$ cat config.mk
export PLATFORM = sky130hd
export DESIGN_NAME = elevator_ctrl
export DESIGN_NICKNAME = d
export VERILOG_FILES = /design/src/rtl/elevator_pkg.sv /design/src/rtl/elevator_ctrl_tick_prescaler.sv /design/src/rtl/elevator_ctrl.sv
export SDC_FILE = /design/constraint.sdc
export NUM_CORES = 1
export LEC_CHECK = 0
export BUFFER_PORTS_ARGS = -buffer_cell sky130_fd_sc_hd__buf_4
export CAP_MARGIN = 10
export CORE_ASPECT_RATIO = 0.8
export CORE_MARGIN = 10
export CORE_UTILIZATION = 60
export CTS_BUF_LIST = sky130_fd_sc_hd__clkbuf_4
export DETAILED_ROUTE_END_ITERATION = 16
export GPL_ROUTABILITY_DRIVEN = 0
export GPL_TIMING_DRIVEN = 0
export PLACE_DENSITY = 0.8
export SKIP_LAST_GASP = 1
export SLEW_MARGIN = 10
export SYNTH_ARGS = -nofsm -noshare
export SYNTH_HDL_FRONTEND = slang
export SYNTH_SLANG_ARGS = --single-unit
$ cat constraint.sdc
create_clock -name ck -period 3.4 [get_ports ck]
set_input_delay 0.17 -clock ck [delete_from_list [all_inputs] [get_ports ck]]
set_output_delay 0.17 -clock ck [all_outputs]
set_load 0.01 [all_outputs]
$ cat src/rtl/elevator_pkg.sv
// elevator_pkg: shared state encoding, status one-hot codes, direction
// constants and request-search helpers for the elevator controller.
package elevator_pkg;

    // Request vectors are zero-extended to this width before searching.
    localparam int unsigned MAX_FLOOR = 16;

    typedef enum logic [1:0] {
        ST_IDLE = 2'd0,
        ST_UP   = 2'd1,
        ST_DOWN = 2'd2,
        ST_DOOR = 2'd3
    } state_t;

    localparam logic [3:0] STATUS_IDLE = 4'b0001;
    localparam logic [3:0] STATUS_UP   = 4'b0010;
    localparam logic [3:0] STATUS_DOWN = 4'b0100;
    localparam logic [3:0] STATUS_DOOR = 4'b1000;

    localparam logic DIR_UP   = 1'b0;
    localparam logic DIR_DOWN = 1'b1;

    // True when any request is latched strictly above floor fl.
    function automatic logic any_above(input logic [MAX_FLOOR-1:0] req,
                                       input logic [3:0]           fl);
        logic hit;
        hit = 1'b0;
        for (int i = 0; i < int'(MAX_FLOOR); i++) begin
            if ((4'(i) > fl) && req[i]) hit = 1'b1;
        end
        return hit;
    endfunction

    // True when any request is latched strictly below floor fl.
    function automatic logic any_below(input logic [MAX_FLOOR-1:0] req,
                                       input logic [3:0]           fl);
        logic hit;
        hit = 1'b0;
        for (int i = 0; i < int'(MAX_FLOOR); i++) begin
            if ((4'(i) < fl) && req[i]) hit = 1'b1;
        end
        return hit;
    endfunction

endpackage

$ cat src/rtl/elevator_ctrl_tick_prescaler.sv
// tick_prescaler: divides ck down to one-cycle countdown ticks.
// Ports: ck clock, rst sync active-high reset, clr restarts the count at 0,
//        tick high while the count sits at TICK_DIV-1.
module tick_prescaler #(
    parameter int unsigned TICK_DIV = 100_000_000
) (
    input  logic ck,
    input  logic rst,
    input  logic clr,
    output logic tick
);

    localparam int unsigned CW = (TICK_DIV > 1) ? $clog2(TICK_DIV) : 1;
    localparam logic [CW-1:0] LAST = CW'(TICK_DIV - 1);

    logic [CW-1:0] cnt;

    // Free-running modulo-TICK_DIV counter, restartable by clr.
    always_ff @(posedge ck) begin
        if (rst || clr) begin
            cnt <= '0;
        end else if (tick) begin
            cnt <= '0;
        end else begin
            cnt <= cnt + CW'(1);
        end
    end

    assign tick = (cnt == LAST);

endmodule

$ cat src/rtl/elevator_ctrl.sv
// elevator_ctrl: latches floor requests and serves them in SCAN order,
// timing one-floor moves and door dwell in prescaled countdown steps.
// Ports: ck clock, rst sync active-high reset, btn floor-request buttons,
//        floor current floor, countdown steps left in MOVE/DOOR (0 in IDLE),
//        status one-hot IDLE/UP/DOWN/DOOR, pending latched requests.
module elevator_ctrl
    import elevator_pkg::*;
#(
    parameter int unsigned NFLOOR     = 8,
    parameter int unsigned TICK_DIV   = 100_000_000,
    parameter int unsigned MOVE_TICKS = 3,
    parameter int unsigned DOOR_TICKS = 5
) (
    input  logic              ck,
    input  logic              rst,
    input  logic [NFLOOR-1:0] btn,
    output logic [3:0]        floor,
    output logic [3:0]        countdown,
    output logic [3:0]        status,
    output logic [NFLOOR-1:0] pending
);

    localparam logic [3:0] MOVE_LOAD = 4'(MOVE_TICKS);
    localparam logic [3:0] DOOR_LOAD = 4'(DOOR_TICKS);

    state_t               state;
    logic                 last_dir;
    logic                 tick;
    logic                 presc_clr_c;
    logic [MAX_FLOOR-1:0] req_c;
    logic [MAX_FLOOR-1:0] btn_c;
    logic [MAX_FLOOR-1:0] clr_mask_c;
    logic [3:0]           next_floor_c;
    logic                 up_req_c;
    logic                 dn_req_c;
    logic                 ahead_c;
    logic                 stop_c;
    logic                 at_floor_c;
    logic                 arrive_c;

    // The prescaler is held at 0 through IDLE so every move/door entry from
    // IDLE starts a full step; other entries coincide with a tick wrap.
    assign presc_clr_c = (state == ST_IDLE) || ((state == ST_DOOR) && btn_c[floor]);

    tick_prescaler #(.TICK_DIV(TICK_DIV)) u_presc (
        .ck   (ck),
        .rst  (rst),
        .clr  (presc_clr_c),
        .tick (tick)
    );

    assign req_c        = MAX_FLOOR'(pending);
    assign btn_c        = MAX_FLOOR'(btn);
    assign next_floor_c = (state == ST_DOWN) ? floor - 4'd1 : floor + 4'd1;
    assign up_req_c     = any_above(req_c, floor);
    assign dn_req_c     = any_below(req_c, floor);
    assign ahead_c      = (state == ST_DOWN) ? any_below(req_c, next_floor_c)
                                             : any_above(req_c, next_floor_c);
    assign stop_c       = req_c[next_floor_c];
    assign at_floor_c   = req_c[floor] | btn_c[floor];
    assign arrive_c     = ((state == ST_UP) || (state == ST_DOWN)) && tick
                          && (countdown == 4'd1);

    // Requests served this cycle; clearing beats a same-cycle button press.
    always_comb begin
        clr_mask_c = '0;
        case (state)
            ST_IDLE:        if (at_floor_c) clr_mask_c[floor] = 1'b1;
            ST_UP, ST_DOWN: if (arrive_c && stop_c) clr_mask_c[next_floor_c] = 1'b1;
            ST_DOOR:        clr_mask_c[floor] = 1'b1;
            default:        ;
        endcase
    end

    // Scheduler FSM with request and countdown registers.
    always_ff @(posedge ck) begin
        if (rst) begin
            state     <= ST_IDLE;
            status    <= STATUS_IDLE;
            floor     <= 4'd0;
            countdown <= 4'd0;
            pending   <= '0;
            last_dir  <= DIR_UP;
        end else begin
            pending <= (pending | btn) & ~clr_mask_c[NFLOOR-1:0];
            case (state)
                ST_IDLE: begin
                    if (at_floor_c) begin
                        state     <= ST_DOOR;
                        status    <= STATUS_DOOR;
                        countdown <= DOOR_LOAD;
                    end else if (up_req_c && (!dn_req_c || (last_dir == DIR_UP))) begin
                        state     <= ST_UP;
                        status    <= STATUS_UP;
                        countdown <= MOVE_LOAD;
                        last_dir  <= DIR_UP;
                    end else if (dn_req_c) begin
                        state     <= ST_DOWN;
                        status    <= STATUS_DOWN;
                        countdown <= MOVE_LOAD;
                        last_dir  <= DIR_DOWN;
                    end
                end
                ST_UP, ST_DOWN: begin
                    if (tick) begin
                        if (countdown == 4'd1) begin
                            floor <= next_floor_c;
                            if (stop_c) begin
                                state     <= ST_DOOR;
                                status    <= STATUS_DOOR;
                                countdown <= DOOR_LOAD;
                            end else if (ahead_c) begin
                                countdown <= MOVE_LOAD;
                            end else begin
                                state     <= ST_IDLE;
                                status    <= STATUS_IDLE;
                                countdown <= 4'd0;
                            end
                        end else begin
                            countdown <= countdown - 4'd1;
                        end
                    end
                end
                ST_DOOR: begin
                    // A press at the open floor keeps the door open.
                    if (btn_c[floor]) begin
                        countdown <= DOOR_LOAD;
                    end else if (tick) begin
                        if (countdown == 4'd1) begin
                            state     <= ST_IDLE;
                            status    <= STATUS_IDLE;
                            countdown <= 4'd0;
                        end else begin
                            countdown <= countdown - 4'd1;
                        end
                    end
                end
                default: begin
                    state     <= ST_IDLE;
                    status    <= STATUS_IDLE;
                    countdown <= 4'd0;
                end
            endcase
        end
    end

endmodule
==> impl_results.rst <==
.. list-table::
   :header-rows: 1

   * - Metric
     - Value
   * - Net count of the finished layout
     - 469
   * - Part of the cycle the worst path needs
     - 95.3%
   * - Synthesis Warnings
     - 0
   * - Asr flop ratio synth
     - 0%
   * - Footprint of the multi-input gates
     - 2190 um^2
   * - Worst-path maximum fanout
     - 12
   * - Longest individual stage delay on the worst path
     - 0.39 ns
   * - Post-route antenna net violation count
     - 0
   * - DR vias/cell
     - 6.36
   * - Number of synthesized register bits
     - 50
   * - Crit. End Element
     - register
   * - First-pass DRT Iterations
     - 5
   * - Post-synthesis cell area
     - 3300 um^2
   * - Final critical delay including setup and external delays
     - 3.24 ns
   * - Share of cells above drive strength 1
     - 16.3%
   * - Leakage power figure
     - 1.39 nW
   * - Capture point of the worst reg-to-reg path
     - status[2]
   * - Critical path class
     - register to register
   * - Maximum clock skew at final layout
     - 0.0163 ns
   * - Min-Delay Startpoint
     - rst
   * - Clock-pin transition on the worst setup and hold timing paths
     - 0.16 ns
   * - Setup violation total in the final timing report
     - 0
   * - Wire length per cell
     - 17.7 um
   * - Global-route wire length before repair
     - 14.5 mm
   * - Area of the die
     - 8880 um^2
   * - Placeable Area
     - 5380 um^2
   * - Commonest cells after routing, fill and taps aside
     - 72 x sky130_fd_sc_hd__nor2_1, 49 x sky130_fd_sc_hd__dfxtp_1, 35 x sky130_fd_sc_hd__buf_4
   * - CP Launch Point
     - floor[0]
   * - Layout filler cell count
     - 441
   * - Number of antenna violations at the first check in global routing
     - 0
   * - Count of max-cap constraint violations
     - 0
   * - Clock insertion delay at the later pin of the skew report
     - 0.39 ns
   * - Post-Place Cell Area
     - 3600 um^2
   * - Worst path cell trace
     - buf_2, inv_1, buf_2, ha_1, clkbuf_4, xor2_4, mux4_2, mux2i_2, o21a_1, nand4_1, nand2_2, mux2_4
   * - Slowest stage cell on the critical path
     - sky130_fd_sc_hd__dfxtp_2
   * - Worst-margin pin slew
     - 0.691 ns
   * - Overall global routing resource usage
     - 20.1%
   * - Commonest non-fill, non-tap cell in the layout
     - sky130_fd_sc_hd__nor2_1
   * - Reg2reg start
     - floor[0]
   * - Worst supply voltage drop on vdd
     - 0.387 mV
   * - Outcome
     - finished, final reports clean
   * - Mapped Cells
     - 407
   * - Clock Sink Count
     - 50
   * - Path class of the lowest-slack min-delay path
     - input port to register
   * - DRC marker count from the first detailed-route iteration
     - 416
   * - Most frequent cell on the critical path
     - sky130_fd_sc_hd__buf_2
   * - Sequential group share of total power
     - 36.1%
   * - Most used flip-flop cell after synthesis
     - sky130_fd_sc_hd__dfxtp_1
   * - Vert. Die Dim
     - 86.3 um
   * - Total length of routed wires
     - 9.09 mm
   * - Internal power contribution
     - 1.18 mW
   * - Number of buffers added to fix hold violations after cts
     - 0
   * - Via count
     - 3269
   * - Max Buffers Root-to-Sink
     - 2
   * - Synthesized netlist net count
     - 428
   * - Worst Reg2Reg Path Length in Cells
     - 12
   * - FF/Latch Area
     - 1000 um^2
   * - Hold Path Cell Cnt
     - 3
   * - Die span in x
     - 103 um
   * - Residual DRC count
     - 0
   * - Switching share of total power
     - 39.6%
   * - Combinational power share
     - 45.0%
   * - Slew margin rel.
     - 53.9%
   * - Number of ports placed on the die boundary
     - 30
   * - R2r setup slk
     - 0.16 ns
   * - Post-synthesis sequential area ratio
     - 30.3%
   * - Clk Tree Root Cell
     - sky130_fd_sc_hd__clkbuf_4
   * - Post-route setup TNS
     - 0 ns
   * - Net switching power of the design
     - 0.771 mW
   * - End point of the worst hold path
     - status[0]
   * - Number of antenna cells inserted
     - 0
   * - Relative area change from synthesis to final layout
     - 14.0%
   * - Required arrival time at the worst endpoint
     - 3.69 ns
   * - Buffers added on ports
     - 29
   * - Fraction of power consumed by the clock network
     - 18.9%
   * - Average size of a mapped cell
     - 8.10 um^2
   * - Clock tree from TritonCTS
     - yes
   * - Number of flops mapped to enable cells by yosys
     - 0
   * - Count of different cell masters after synthesis
     - 67
   * - Final Max Tran Viols
     - 0
   * - Number of endpoints with negative hold slack in the final report
     - 0
   * - HPWL after detailed placement
     - 6.72 mm
   * - Overflow left after global routing
     - 0
   * - Pin count of the biggest net entering global routing
     - 17
   * - Count of H-tree levels built during CTS
     - 2
   * - Via count of the first global-routing pass
     - 2904
   * - Design Area, Final
     - 3760 um^2
   * - Number of CTS-inserted buffers
     - 5
   * - Arrival time worst endpoint
     - 3.53 ns
   * - Kind of launch point of the worst setup path
     - register
   * - Cell Pwr Density
     - 518 nW/um^2
   * - Number of standard-cell rows in the floorplan
     - 24
   * - Peak clock frequency supported by timing
     - 0.309 GHz
   * - Starting Density
     - 61.4%
## synthesized netlist by cell type (3+ instances only)
cell type                    n  share of area [%]
sky130_fd_sc_hd__nand2b_1    4               0.76
sky130_fd_sc_hd__nand2_1    29                3.3
sky130_fd_sc_hd__a31oi_1     3               0.57
sky130_fd_sc_hd__a2111oi_0   5                1.3
sky130_fd_sc_hd__a21oi_1    19                2.9
sky130_fd_sc_hd__a21o_1      3               0.68
sky130_fd_sc_hd__buf_2       6               0.91
sky130_fd_sc_hd__nand3_1    15                2.3
sky130_fd_sc_hd__a211oi_1    5                1.1
sky130_fd_sc_hd__and4_1      3               0.80
sky130_fd_sc_hd__nor4_1      4               0.76
sky130_fd_sc_hd__mux4_2      6                4.1
sky130_fd_sc_hd__ha_1       11                4.2
sky130_fd_sc_hd__dfxtp_1    50                 30
sky130_fd_sc_hd__mux2i_1     3               0.91
sky130_fd_sc_hd__and3_1      4               0.76
sky130_fd_sc_hd__a32oi_1     3               0.80
sky130_fd_sc_hd__or3_1       9                1.7
sky130_fd_sc_hd__nor2_1     72                8.2
sky130_fd_sc_hd__nor2b_1     4               0.76
sky130_fd_sc_hd__inv_1      17                1.9
sky130_fd_sc_hd__o21ai_0    17                2.6
sky130_fd_sc_hd__xnor2_1    18                4.8
sky130_fd_sc_hd__clkbuf_1    8               0.91
sky130_fd_sc_hd__nor3_1     10                1.5
sky130_fd_sc_hd__o31a_1      3               0.80
sky130_fd_sc_hd__nand4_1     4               0.76
sky130_fd_sc_hd__o211ai_1    4               0.91
sky130_fd_sc_hd__xor2_1     14                3.7
## worst max-delay path, delay by kind of cell (launching register included)
kind	cells	cell delay, ns
flops	1	0.39
mux	3	0.88
compound gates	1	0.17
simple gates	2	0.46
xor+xnor	1	0.19
fa+ha+maj	1	0.32
buf+inv	4	0.74
## what timing repair did
action                                  in CTS  in global routing
gates cloned                                 0                  0
pin swaps                                    0                  3
setup buffers                                0                  5
resized for setup                            4                  3
endpoints found under the setup margin       7                  9
## how the worst max path moves through the flow
stage / cells past startpoint / slack, ns / end
finish: 12 / 0.16 / status[2]
global route: 13 / -0.02 / status[3]
CTS: 12 / 0.01 / status[2]
detailed placement: 12 / -0.26 / status[1]
global placement: 12 / -0.28 / status[2]
floorplan: 12 / 0.23 / status[1]
## through the flow
step / setup slack, ns / util, % / power [mW] / std cells / hold WS, ns
after floorplan: 0.230 / - / 1.26 / 407 / 0.306
after global placement: -0.275 / 66.9 / 1.48 / 501 / 0.445
after detailed placement: -0.260 / 66.9 / 1.50 / 501 / 0.454
after CTS: 0.0104 / 69.1 / 1.87 / 509 / 0.0857
after global routing: -0.0172 / 70.0 / 2.06 / 514 / 0.107
final: 0.160 / 70.0 / 1.95 / 514 / 0.0876
## final cells by class
cell class	count	area share (%)
Tap cell	65	2.16
Sequential cell	50	26.6
Inverter	18	1.80
Multi-Input combinational cell	321	58.2
Timing Repair Buffer	34	6.79
Clock inverter	3	1.16
Buffer	18	2.23
Clock buffer	5	0.998
## routing by layer
metal | share of wire (%) | GRT usage [%] | vias to the layer above
li1 | - | - | 1549
met1 | 46 | 29.5 | 1505
met2 | 40 | 27.5 | 194
met3 | 12 | 6.44 | 21
met4 | 1.6 | 5.17 | 0
met5 | 0 | 0 | -
## logic make-up after synthesis
family	after synthesis	share of synthesized area, %
AO/OA/AOI/OAI	88	19.3
AND/OR/NAND/NOR	179	27.3
flip-flops	50	30.3
XOR/XNOR	32	8.50
multiplexers	11	5.92
buffers and inverters	36	4.51
adder cells (fa/ha/maj)	11	4.17
## registers in the layout, indices dropped and copies added (netlist names)
name,flops
floor,4
countdown,4
status,4
last_dir,1
u_presc.cnt,27
state,2
pending,8
## power groups by stage
stage | logic (mW) | registers, mW | clock network (mW)
floorplan | 0.544 | 0.720 | 0
global placement | 0.767 | 0.710 | 0
detailed placement | 0.782 | 0.713 | 0
CTS | 0.799 | 0.701 | 0.370
global route | 0.952 | 0.713 | 0.392
finish | 0.877 | 0.703 | 0.367
(Power assumes the default switching activity.)
